**src/rtl/rf_wb_arbiter_if.sv**
```systemverilog
// Write-back bundle between the functional-unit sources, the arbiter and the
// register-file write-address decoder.
interface rf_wb_arbiter_if #(
    parameter int unsigned DATA_WIDTH     = 32,
    parameter int unsigned NR_SRC         = 3,
    parameter int unsigned NR_WRITE_PORTS = 2,
    parameter int unsigned ADDR_WIDTH     = 5
);
    logic [NR_SRC-1:0]                         src_valid_i;
    logic [NR_SRC-1:0][ADDR_WIDTH-1:0]         src_addr_i;
    logic [NR_SRC-1:0][DATA_WIDTH-1:0]         src_data_i;
    logic [NR_SRC-1:0]                         src_ready_o;
    logic [NR_WRITE_PORTS-1:0][ADDR_WIDTH-1:0] waddr_o;
    logic [NR_WRITE_PORTS-1:0][DATA_WIDTH-1:0] wdata_o;
    logic [NR_WRITE_PORTS-1:0]                 we_o;

    // Arbiter side
    modport slave (
        input  src_valid_i, src_addr_i, src_data_i,
        output src_ready_o, waddr_o, wdata_o, we_o
    );

    // Source / register-file side
    modport master (
        output src_valid_i, src_addr_i, src_data_i,
        input  src_ready_o, waddr_o, wdata_o, we_o
    );
endinterface

```
**src/rtl/rf_wb_arbiter.sv**
```systemverilog
// Round-robin write-back arbiter: grants up to NR_WRITE_PORTS sources per cycle,
// drops writes to r0, never issues two writes to one register in a cycle.
module rf_wb_arbiter #(
    parameter int unsigned DATA_WIDTH     = 32,
    parameter int unsigned NR_SRC         = 3,
    parameter int unsigned NR_WRITE_PORTS = 2,
    parameter int unsigned ADDR_WIDTH     = 5
) (
    input  logic              clk_i,
    input  logic              rst_ni,
    rf_wb_arbiter_if.slave    bus
);
    localparam int unsigned RR_W  = (NR_SRC > 1) ? $clog2(NR_SRC) : 1;
    localparam int unsigned CNT_W = $clog2(NR_WRITE_PORTS + 1);

    logic [RR_W-1:0]                           rr_q, rr_d;
    logic [NR_WRITE_PORTS-1:0]                 we_q, we_d;
    logic [NR_WRITE_PORTS-1:0][ADDR_WIDTH-1:0] waddr_q, waddr_d;
    logic [NR_WRITE_PORTS-1:0][DATA_WIDTH-1:0] wdata_q, wdata_d;
    logic [NR_SRC-1:0]                         ready_c;

    // Circular scan from rr_q; k-th non-r0, non-conflicting grant lands on port k
    always_comb begin
        logic [CNT_W-1:0] cnt;
        logic [RR_W-1:0]  sidx;
        logic [RR_W-1:0]  last;
        logic             any;
        logic             conflict;
        int unsigned      pos;

        ready_c  = '0;
        we_d     = '0;
        waddr_d  = '0;
        wdata_d  = '0;
        rr_d     = rr_q;
        cnt      = '0;
        sidx     = '0;
        last     = '0;
        any      = 1'b0;
        conflict = 1'b0;
        pos      = 0;

        for (int unsigned i = 0; i < NR_SRC; i++) begin
            pos = 32'(rr_q) + i;
            if (pos >= NR_SRC) pos = pos - NR_SRC;
            sidx = RR_W'(pos);
            if (bus.src_valid_i[sidx]) begin
                if (bus.src_addr_i[sidx] == '0) begin
                    ready_c[sidx] = 1'b1;
                end else begin
                    conflict = 1'b0;
                    for (int unsigned k = 0; k < NR_WRITE_PORTS; k++) begin
                        if (we_d[k] && (waddr_d[k] == bus.src_addr_i[sidx])) conflict = 1'b1;
                    end
                    if (!conflict && (32'(cnt) < NR_WRITE_PORTS)) begin
                        for (int unsigned k = 0; k < NR_WRITE_PORTS; k++) begin
                            if (32'(cnt) == k) begin
                                we_d[k]    = 1'b1;
                                waddr_d[k] = bus.src_addr_i[sidx];
                                wdata_d[k] = bus.src_data_i[sidx];
                            end
                        end
                        cnt           = cnt + CNT_W'(1);
                        ready_c[sidx] = 1'b1;
                        last          = sidx;
                        any           = 1'b1;
                    end
                end
            end
        end

        // Pointer moves past the last real grant; r0 drops leave it alone
        if (any) begin
            pos = 32'(last) + 1;
            if (pos >= NR_SRC) pos = 0;
            rr_d = RR_W'(pos);
        end
    end

    assign bus.src_ready_o = rst_ni ? ready_c : '0;

    always_ff @(posedge clk_i or negedge rst_ni) begin
        if (!rst_ni) begin
            rr_q    <= '0;
            we_q    <= '0;
            waddr_q <= '0;
            wdata_q <= '0;
        end else begin
            rr_q    <= rr_d;
            we_q    <= we_d;
            waddr_q <= waddr_d;
            wdata_q <= wdata_d;
        end
    end

    assign bus.we_o    = we_q;
    assign bus.waddr_o = waddr_q;
    assign bus.wdata_o = wdata_q;
endmodule

```
**src/flat_wrapper.sv**
```systemverilog
// flat-port wrapper written by rule: the top's interface ports become plain ports
module rf_wb_arbiter_flat 
#(
    parameter int unsigned DATA_WIDTH     = 32,
    parameter int unsigned NR_SRC         = 3,
    parameter int unsigned NR_WRITE_PORTS = 2,
    parameter int unsigned ADDR_WIDTH     = 5
)
  (clk_i, rst_ni, bus_src_valid_i, bus_src_addr_i, bus_src_data_i, bus_src_ready_o, bus_waddr_o, bus_wdata_o, bus_we_o);
  rf_wb_arbiter_if #(.DATA_WIDTH(DATA_WIDTH), .NR_SRC(NR_SRC), .NR_WRITE_PORTS(NR_WRITE_PORTS), .ADDR_WIDTH(ADDR_WIDTH)) bus_i ();
  input  logic clk_i;
  input  logic rst_ni;
  input wire logic [$bits(bus_i.src_valid_i)-1:0] bus_src_valid_i;
  input wire logic [$bits(bus_i.src_addr_i)-1:0] bus_src_addr_i;
  input wire logic [$bits(bus_i.src_data_i)-1:0] bus_src_data_i;
  output wire logic [$bits(bus_i.src_ready_o)-1:0] bus_src_ready_o;
  output wire logic [$bits(bus_i.waddr_o)-1:0] bus_waddr_o;
  output wire logic [$bits(bus_i.wdata_o)-1:0] bus_wdata_o;
  output wire logic [$bits(bus_i.we_o)-1:0] bus_we_o;
  assign bus_i.src_valid_i = bus_src_valid_i;
  assign bus_i.src_addr_i = bus_src_addr_i;
  assign bus_i.src_data_i = bus_src_data_i;
  assign bus_src_ready_o = bus_i.src_ready_o;
  assign bus_waddr_o = bus_i.waddr_o;
  assign bus_wdata_o = bus_i.wdata_o;
  assign bus_we_o = bus_i.we_o;
  rf_wb_arbiter #(.DATA_WIDTH(DATA_WIDTH), .NR_SRC(NR_SRC), .NR_WRITE_PORTS(NR_WRITE_PORTS), .ADDR_WIDTH(ADDR_WIDTH)) u_core (.clk_i(clk_i), .rst_ni(rst_ni), .bus(bus_i));
endmodule
```
**config.mk**
```make
export PLATFORM = sky130hd
export DESIGN_NAME = rf_wb_arbiter_flat
export DESIGN_NICKNAME = d
export VERILOG_FILES = /design/src/rtl/rf_wb_arbiter_if.sv /design/src/rtl/rf_wb_arbiter.sv /design/src/flat_wrapper.sv
export SDC_FILE = /design/constraint.sdc
export NUM_CORES = 1
export LEC_CHECK = 0
export CORE_ASPECT_RATIO = 1.25
export CORE_UTILIZATION = 43
export CTS_CLUSTER_SIZE = 25
export DETAILED_ROUTE_END_ITERATION = 16
export GPL_ROUTABILITY_DRIVEN = 0
export GPL_TIMING_DRIVEN = 0
export PLACE_DENSITY = 0.79
export RECOVER_POWER = 25
export SETUP_SLACK_MARGIN = 0.1
export SLEW_MARGIN = 5
export SYNTH_ARGS = -nofsm -noshare
export SYNTH_HDL_FRONTEND = slang
export SYNTH_SLANG_ARGS = --single-unit
```
**constraint.sdc**
```tcl
create_clock -name clk_i -period 3.3 [get_ports clk_i]
set_input_delay 0.495 -clock clk_i [delete_from_list [all_inputs] [get_ports clk_i]]
set_output_delay 0.495 -clock clk_i [all_outputs]
set_load 0.01 [all_outputs]
```
==> out/qor.yml, run 1 <==
worst_setup_path:
  critPathArrivalTime_ns: 3.34
  critPathMaxFanout: 10
  r2r_end: "u_core.bus.wdata_o[48]"
  reg2regPathDepth: 17
  crit_required_ns: 2.80
  r2r-start: "u_core.rr_q[1]"
  critPathLaunch: "u_core.rr_q[1]"
  crit_type: "flop to output pin"
  crit_end: "bus_src_ready_o[1]"
  crit_chain: "inv_2, ha_4, buf_16, mux2i_4, o21a_1, buf_6, nand3_1, a32oi_1, o211ai_1, or4_4, nand4_1, a31oi_2, buf_2"
  end_kind: "output pin"
  cpMaxStageDelayCell: "or4_4"
  reg2reg_slack_ns: -0.32
  cp-start-kind: "flop"
  slowest_delay_ns: 0.58
sta:
  grt_setup_unrepaired: "yes"
  hold_violations: 0
  slew_violations: 0
  worst_pin_slew_ns: 1.384
  max_clock_freq_mhz: 261.0
  fin_crit_sh: 1.161
  period_minus_slack_ns: 3.831
  relSlewSlack: 0.07758
  fin_ws_ns: -0.5308
  skew_ns: 0.01019
  setup_viol: 71
floorplan:
  core_area_um2: 13410
  io-pin-count: 195
  fp.dieH_um: 133.7
  fp.dieArea_um2: 14360
  rows: 47
  initial_core_util: 0.4452
  die_w_um: 107.4
power:
  powerDensity_nw_per_um2: 1241
  leakage_nw: 3.662
  ir_drop_v: 0.0006439
route:
  dr.pass1.iters: 5
  drc: 0
  drtIter0Drc: 834
  wl_mm: 24.84
  detail_route.wl_per_cell_um: 20.58
  via_count: 7488
  ant_nets: 0
  viasPerCell: 6.204
grt:
  antenna_found_initial: 0
  grt_pass1_wl_mm: 36.99
  grt_usage: 0.3323
  grt_start_max_net_pins: 59
  grt_pass1_vias: 7146
  grt_overflow: 0
status:
  status: "complete, but fails checks"
  violations: "setup timing"
cts:
  clock-sinks: 78
  cts_buffer_depth: 2
  cts.clk_slew.worst_paths_ns: 0.06
  numCtsBuffers: 9
  cts_root_buf: "clkbuf_16"
  tritoncts: "built"
  insertion_delay_ns: 0.34
  htreeDepth: 3
layout:
  finish.utilization: 0.7080
  synthToLayoutAreaGrowth_pct: 59.02
  fill_cells: 1030
  drive_gt1_frac: 0.1641
  antenna_cells: 0
  final_common_cell: "clkdlybuf4s50_1"
  final_nets: 1152
  final_cell_mix: "clkdlybuf4s50_1 (190), a21oi_1 (169), nor2_1 (104), dfrtp_1 (77), o22ai_1 (61)"
synth:
  netlist_area_um2: 5969
  syn_nets: 893
  synth_cell_types: 52
  synth_cells: 773
  synth_seq_cells: 78
  ys_warn_count: 0
  synth_edf_count: 0
  ys.flop_type: "dfrtp_1"
  syn-mean-instance-area_um2: 7.722
  async_flop_share: 1.000
  synth_seq_area_share: 0.3270
worst_hold_path:
  hp-class: "primary input to asynchronous set/reset pin"
placed_design:
  dp_hpwl_mm: 16.04
  post-place-ws_ns: -0.9114
  numPortBuffers: 194
flow_run:
  drv_cap: 0
-- timing repair --
item,in CTS,in global routing
setup buffers,32,17
resized for setup,90,25
hold buffers,0,0
cloned,3,1
setup endpoints to repair,78,75
pin swaps,24,13
-- power by group --
group          switching [mW]  internal [mW]  total [mW]
clock                   0.411          0.580       0.991
combinational            5.32           4.01        9.33
sequential              0.115           1.34        1.46
-- per-layer routing --
metal,track usage,routed length [um],vias to the layer above
li1,-,-,3350
met1,0.4037,9063,3488
met2,0.5470,12050,526
met3,0.06311,2497,124
met4,0.1910,1229,0
met5,0,0,-
-- worst max-delay path, delay by kind of cell, from the launching register on --
kind | cells | cell delay (ns)
simple gates | 3 | 0.85
compound gates | 4 | 0.64
buf+inv | 4 | 0.57
flops | 1 | 0.45
mux | 1 | 0.27
fa+ha+maj | 1 | 0.21
-- stage by stage --
step / instance area (um^2) / TNS (ns) / std cells / hold slack [ns] / power [mW]
after floorplan: 6066 / 0 / 773 / 0.1994 / 6.496
after global placement: 8222 / -103.06 / 1138 / 0.7798 / 8.789
after detailed placement: 8247 / -17.75 / 1139 / 0.4196 / 8.864
after CTS: 9204 / -2.971 / 1189 / 0.06172 / 10.93
after global routing: 9493 / -23.90 / 1207 / 0.5830 / 12.36
final: 9493 / -17.36 / 1207 / 0.4609 / 11.78
-- state kept, by name, summed over array words and instances, names as in the netlist --
register	cells
u_core.bus.waddr_o	10
u_core.rr_q	2
u_core.bus.wdata_o	64
u_core.bus.we_o	2
-- worst min path at each step --
stage | slack [ns] | from | end | cells after the start
floorplan | 0.20 | rst_ni | u_core.bus.waddr_o[0] | 0
global placement | 0.78 | u_core.rr_q[0] | u_core.rr_q[0] | 3
detailed placement | 0.42 | rst_ni | u_core.bus.wdata_o[57] | 1
CTS | 0.06 | rst_ni | u_core.bus.wdata_o[57] | 1
global route | 0.58 | rst_ni | u_core.bus.wdata_o[53] | 1
finish | 0.46 | rst_ni | u_core.bus.wdata_o[57] | 1
-- cells by family after synthesis --
kind of cell / share of synthesized area
DFF: 0.3270
adders and majority gates: 0.008384
AOI/OAI and AO/OA: 0.3389
and+or+nand+nor: 0.1738
xor gates and xnor gates: 0.002935
muxes: 0.08908
buffers and inverters: 0.05994
-- synthesized netlist by cell type, drive strengths merged (2+ instances only) --
master | count | area [um^2]
dfrtp | 78 | 1952
a21oi | 170 | 850.8
nor2 | 107 | 401.6
o22a | 7 | 61.31
nand4 | 3 | 18.77
clkbuf | 36 | 135.1
o2111ai | 2 | 23.77
o22ai | 71 | 500.5
nand2b | 2 | 12.51
inv | 3 | 11.26
a31oi | 4 | 25.02
nand2 | 52 | 197.7
or4 | 2 | 22.52
mux2i | 52 | 520.5
a211oi | 3 | 22.52
o211ai | 2 | 15.01
a22oi | 5 | 37.54
buf | 35 | 211.5
nand3 | 8 | 45.04
ha | 4 | 50.05
o21a | 8 | 60.06
a221oi | 2 | 17.52
nand3b | 6 | 45.04
and3 | 3 | 18.77
nor3 | 4 | 25.02
nor2b | 34 | 212.7
a21o | 2 | 15.01
o21ai | 48 | 251.5
a32oi | 4 | 35.03
o2bb2ai | 5 | 62.56
-- cell type report --
cell class | instances | area (um^2) | area share
Buffer | 71 | 450.4 | 0.04745
Sequential cell | 78 | 1953 | 0.2057
Clock inverter | 6 | 63.81 | 0.006722
Multi-Input combinational cell | 621 | 4108 | 0.4327
Clock buffer | 9 | 225.2 | 0.02372
Inverter | 3 | 11.26 | 0.001186
Tap cell | 171 | 214.0 | 0.02254
Timing Repair Buffer | 248 | 2467 | 0.2599
Power figures use the tool's default switching activity.
==> inputs of run 2 (changes only) <==
CTS_CLUSTER_DIAMETER = 120   (was not set)
TNS_END_PERCENT = 50   (was not set)
==> run 2 against run 1 <==
- the run still ends with setup timing left
- count of clock-buffer cells in the layout is the same
- combinational power shrank 1%
- critical path depth grew 1
- flip-flop and latch count is the same
- wire length grew 0.25%
- sequential share of layout area grew 0.25 points
- clock skew grew 0.0024 ns
- die area is the same
- setup slack lost 0.046 ns
- design area shrank 1.2%
- cell count shrank 0.91%
- worst hold slack lost 0.0022 ns
- critical path type unchanged
- critical endpoint unchanged
==> out/qor.yml, run 2 (same netlist as run 1, synthesis figures left out) <==
status:
  status: "complete, but fails checks"
  violations: "setup timing"
cts:
  insertion_delay_ns: 0.34  # about the same
  tritoncts: "built"
  cts_root_buf: "clkbuf_16"
  cts.clk_slew.worst_paths_ns: 0.07  # about the same
  cts_buffer_depth: 2  # unchanged
  htreeDepth: 3  # unchanged
  numCtsBuffers: 9  # unchanged
  clock-sinks: 78  # unchanged
  hold_buffers: 0  # unchanged
power:
  totalPowerFinal_mw: 11.68  # -0.82%
  ir_drop_v: 0.0006828  # +6.1%
  powerDensity_nw_per_um2: 1246  # +0.40%
  leakage_nw: 3.613  # -1.3%
sta:
  fin_crit_sh: 1.175  # +0.01401
  skew_ns: 0.01258  # +0.002385 ns
  whs_ns: 0.4587  # -0.002225 ns
  hold_violations: 0  # unchanged
  worst_pin_slew_ns: 1.382  # -0.001777 ns
  relSlewSlack: 0.07877  # +0.001185
  period_minus_slack_ns: 3.877  # +0.04622 ns
  max_clock_freq_mhz: 257.9  # -1.2%
  grt_setup_unrepaired: "yes"
  slew_violations: 0  # unchanged
  setup_viol: 33  # -54%
  fin_ws_ns: -0.5770  # -0.04622 ns
worst_setup_path:
  crit_type: "flop to output pin"
  reg2reg_slack_ns: -0.22  # +0.10 ns
  critPathArrivalTime_ns: 3.38  # +0.04 ns
  slowest_delay_ns: 0.60  # +0.02 ns
  end_kind: "output pin"
  cp-start-kind: "flop"
  crit_required_ns: 2.80  # about the same
  r2r_end: "u_core.bus.wdata_o[44]"
  crit_chain: "inv_2, ha_4, buf_6, buf_8, mux2i_1, o22a_2, buf_4, a211oi_1, a21oi_1, o2111ai_2, or4_4, nand4_1, a31oi_2, buf_2"
  r2r-start: "u_core.rr_q[0]"
  critPathMaxFanout: 10  # unchanged
  reg2regPathDepth: 16  # -1
  crit_buf_inv: 5  # +1
  critical-path-top-delay-family: "compound AO/OA/AOI/OAI gates"
  cpMaxStageDelayCell: "or4_4"
grt:
  grt_start_max_net_pins: 59  # unchanged
  grt_pass1_wl_mm: 36.87  # -0.34%
  grt_usage: 0.3304  # -0.001898
  grt_overflow: 0  # unchanged
  antenna_found_initial: 0  # unchanged
  grt_pass1_vias: 7069  # -1.1%
route:
  viasPerCell: 6.351  # +2.4%
  wl_mm: 24.90  # +0.25%
  via_count: 7596  # +1.4%
  ant_nets: 0  # unchanged
  detail_route.wl_per_cell_um: 20.82  # +1.2%
  drc: 0  # unchanged
  drtIter0Drc: 802  # -3.8%
  dr.pass1.iters: 8  # +3
placed_design:
  dp.cells: 1139  # unchanged
  numPortBuffers: 194  # unchanged
  dp_hpwl_mm: 16.04  # unchanged
layout:
  final_nets: 1141  # -0.95%
  final_common_cell: "clkdlybuf4s50_1"
  drive_gt1_frac: 0.1620  # -0.002141
  largest_register_ffs: 64  # unchanged
  synthToLayoutAreaGrowth_pct: 57.09
  antenna_cells: 0  # unchanged
  final_cell_mix: "clkdlybuf4s50_1 (190), a21oi_1 (169), nor2_1 (104), dfrtp_1 (77), o22ai_1 (60)"
  fin_cells: 1196  # -0.91%
floorplan:
  core_area_um2: 13410  # unchanged
  io-pin-count: 195  # unchanged
  die_w_um: 107.4  # unchanged
  fp.dieArea_um2: 14360  # unchanged
  fp.dieH_um: 133.7  # unchanged
  rows: 47  # unchanged
  initial_core_util: 0.4452  # unchanged
flow_run:
  drv_cap: 0  # unchanged
worst_hold_path:
  hp-class: "primary input to asynchronous set/reset pin"
run 2: cell count changes in the layout (fill, tap and decap cells not counted), moves of 2 or more:
cell,before,now
buf_12,6,4
clkbuf_1,32,28
buf_4,41,37
clkbuf_2,3,6
buf_2,11,9
run 2: metal layers:
layer,global-route usage,share of wire,up-vias,wire length [um]
li1,-,-,3336,-
met1,0.4051,0.37,3529,9119
met2,0.5430,0.48,589,12030
met3,0.06654,0.10,142,2576
met4,0.1766,0.047,0,1171
met5,0,0,-,0
run 2: worst max-delay path by stage:
stage	start	to	slack (ns)	cells after the start
floorplan	u_core.rr_q[0]	bus_src_ready_o[2]	0.10	13
global placement	rst_ni	bus_src_ready_o[0]	-2.24	4
detailed placement	u_core.rr_q[1]	bus_src_ready_o[2]	-0.91	14
CTS	u_core.rr_q[1]	bus_src_ready_o[1]	-0.47	13
global route	u_core.rr_q[0]	bus_src_ready_o[1]	-0.72	14
finish	u_core.rr_q[0]	bus_src_ready_o[1]	-0.58	14
run 2: cell type report:
type	count	area (um^2)
buffer	71	457.9
clock buffer	9	225.2
clock inverter	6	63.81
fill	1060	4030
inverter	3	11.26
multi-input combinational	621	4109
sequential	78	1953
tap	171	214.0
timing repair buffer	237	2344
run 2: stage by stage:
step / setup TNS (ns) / setup slack (ns) / utilization / cell area (um^2)
6_report: -4.836 / -0.5770 / 0.6994 / 9378
5_1_grt: -10.66 / -0.7233 / 0.6994 / 9378
4_1_cts: -1.454 / -0.4747 / 0.6823 / 9149
3_5_place_dp: -17.75 / -0.9114 / 0.6151 / 8247
3_3_place_gp: -103.06 / -2.244 / 0.6132 / 8222
2_1_floorplan: 0 / 0.1017 / - / 6066
run 2: what timing repair did:
action,CTS,global route
resized for setup,83,48
setup buffers,29,10
cloned,2,1
endpoints found under the setup margin,78,78
pin swaps,21,15
run 2: report_power, final:
group | total (mW) | internal (mW) | switching (mW)
Clock | 0.987 | 0.580 | 0.407
Sequential | 1.46 | 1.34 | 0.116
Combinational | 9.24 | 3.89 | 5.35
Total | 11.7 | 5.81 | 5.88
==> inputs of run 3 (changes only) <==
CORE_UTILIZATION = 44   (was 43)
CTS_BUF_LIST = sky130_fd_sc_hd__clkbuf_8   (was not set)
PLACE_DENSITY = 0.8   (was 0.79)
==> run 3 against run 2 <==
- the flow still finishes with violations (setup timing)
- register-to-register slack lost 0.07 ns
- setup slack better by 0.023 ns
- non-clock buffer count is 9 higher
- critical endpoint unchanged
- highest routed layer unchanged
==> out/qor.yml, run 3 (same netlist as run 1, synthesis figures left out) <==
status:
  status: "complete, but fails checks"
  violations: "setup timing"
sta:
  hold_violations: 0  # unchanged
  slew_violations: 0  # unchanged
  skew_ns: 0.01581  # +0.003231 ns
  fin_ws_ns: -0.5544  # +0.02260 ns
  grt_setup_unrepaired: "yes"
  setup_viol: 43  # +30%
  fin_crit_sh: 1.168  # -0.006848
  whs_ns: 0.8024  # +0.3437 ns
  period_minus_slack_ns: 3.854  # -0.02260 ns
  worst_pin_slew_ns: 1.018  # -0.3636 ns
  tns_ns: -9.964  # -5.128 ns
  relSlewSlack: 0.3212  # +0.2424
  max_clock_freq_mhz: 259.4  # +0.59%
power:
  leakage_nw: 3.604  # -0.24%
  powerDensity_nw_per_um2: 1230  # -1.3%
  ir_drop_v: 0.0006422  # -6.0%
layout:
  final_nets: 1150  # +0.79%
  synthToLayoutAreaGrowth_pct: 56.01
  largest_register_ffs: 64  # unchanged
  register_area_um2: 1953  # unchanged
  multi_input_area_um2: 4059  # -1.2%
  final_common_cell: "clkdlybuf4s50_1"
  fin_cells: 1206  # +0.84%
  final_cell_mix: "clkdlybuf4s50_1 (190), a21oi_1 (170), nor2_1 (105), dfrtp_1 (77), o22ai_1 (60)"
  drive_gt1_frac: 0.1594  # -0.002531
  fill_cells: 1050  # -0.94%
  antenna_cells: 0  # unchanged
worst_setup_path:
  critPathArrivalTime_ns: 3.36  # -0.02 ns
  end_kind: "output pin"
  crit_required_ns: 2.80  # about the same
  cpMaxStageDelayCell: "dfrtp_1"
  crit_type: "flop to output pin"
  slowest_delay_ns: 0.39  # -0.21 ns
  crit_top_cell: "buf_4"
  critical-path-top-delay-family: "compound AO/OA/AOI/OAI gates"
  crit_buf_inv: 7  # +2
  crit_chain: "buf_4, ha_4, buf_12, mux2i_4, buf_4, buf_4, o21a_1, a22oi_1, o2111ai_4, buf_4, buf_4, o211ai_1, a31oi_2, buf_2"
  cp-start-kind: "flop"
  critPathMaxFanout: 5  # -5
grt:
  grt_usage: 0.3373  # +0.006875
  grt_pass1_wl_mm: 37.12  # +0.69%
  grt_overflow: 0  # unchanged
  grt_pass1_vias: 7190  # +1.7%
  antenna_found_initial: 0  # unchanged
  grt_start_max_net_pins: 65  # +10%
cts:
  insertion_delay_ns: 0.38  # +0.04 ns
  cts_buffer_depth: 2  # unchanged
  tritoncts: "built"
  numCtsBuffers: 9  # unchanged
  htreeDepth: 3  # unchanged
  clock-sinks: 78  # unchanged
  cts.clk_slew.worst_paths_ns: 0.09  # +0.02 ns
  cts_root_buf: "clkbuf_8"
route:
  drtIter0Drc: 771  # -3.9%
  drc: 0  # unchanged
  ant_nets: 0  # unchanged
  wl_mm: 24.99  # +0.37%
  via_count: 7550  # -0.61%
  dr.pass1.iters: 9  # +1
  detail_route.wl_per_cell_um: 20.72  # -0.46%
  viasPerCell: 6.260  # -1.4%
floorplan:
  fp.dieH_um: 132.2  # -1.1%
  io-pin-count: 195  # unchanged
  fp.dieArea_um2: 14040  # -2.2%
  core_area_um2: 13230  # -1.3%
  rows: 47  # unchanged
  die_w_um: 106.2  # -1.1%
  initial_core_util: 0.4512  # +0.005936
flow_run:
  drv_cap: 0  # unchanged
placed_design:
  dp_hpwl_mm: 15.94  # -0.65%
  post-place-ws_ns: -0.8857  # +0.02574 ns
  numPortBuffers: 194  # unchanged
  dp.cells: 1139  # unchanged
worst_hold_path:
  hp-class: "primary input to asynchronous set/reset pin"
-- run 3: layout make-up --
type                    instances  share of cell area
plain buffers                  71             0.05011
clock buffers                  10             0.01478
clock inverters                 6            0.007389
inverters                       3            0.001209
multi-input cells             621              0.4358
flip-flops and latches         78              0.2097
well taps                     171             0.02297
repair buffers                246              0.2580
-- run 3: per-layer routing --
metal | track usage | part of all wire | up-vias
met3 | 0.05981 | 0.098 | 121
met5 | 0 | 0 | -
li1 | - | - | 3352
met1 | 0.4026 | 0.36 | 3502
met4 | 0.2083 | 0.051 | 0
met2 | 0.5592 | 0.49 | 575
-- run 3: final timing paths --
kind	cells after the start	slack, ns	startpoint	end
max in group asynchronous	3	1.64	rst_ni	u_core.rr_q[1]
min in group clk_i	3	0.81	bus_src_data_i[66]	u_core.bus.wdata_o[2]
setup reg to reg	17	-0.29	u_core.rr_q[0]	u_core.bus.wdata_o[51]
hold reg to reg	4	0.86	u_core.rr_q[0]	u_core.rr_q[0]
setup / recovery	14	-0.55	u_core.rr_q[0]	bus_src_ready_o[1]
hold / removal	2	0.80	rst_ni	u_core.bus.wdata_o[29]
-- run 3: timing repair --
item | CTS | global route
buffers inserted | 28 | 19
hold buffers | 1 | 0
gates cloned | 2 | 1
endpoints found under the setup margin | 78 | 73
endpoints found under the hold margin | 17 | 0
pin swaps | 23 | 15
gates resized for setup | 77 | 35
-- run 3: through the flow --
stage | utilization | cell area, um^2 | total power [mW]
after global placement | 0.6214 | 8222 | 8.747
after global routing | 0.7038 | 9313 | 12.04
after floorplan | - | 6066 | 6.496
after CTS | 0.6816 | 9019 | 10.57
after detailed placement | 0.6233 | 8247 | 8.833
final | 0.7038 | 9313 | 11.46
-- run 3: where the power goes --
part | internal, mW | switching (mW) | total (mW)
clock network | 0.376 | 0.407 | 0.782
registers | 1.34 | 0.110 | 1.45
logic | 3.94 | 5.29 | 9.23
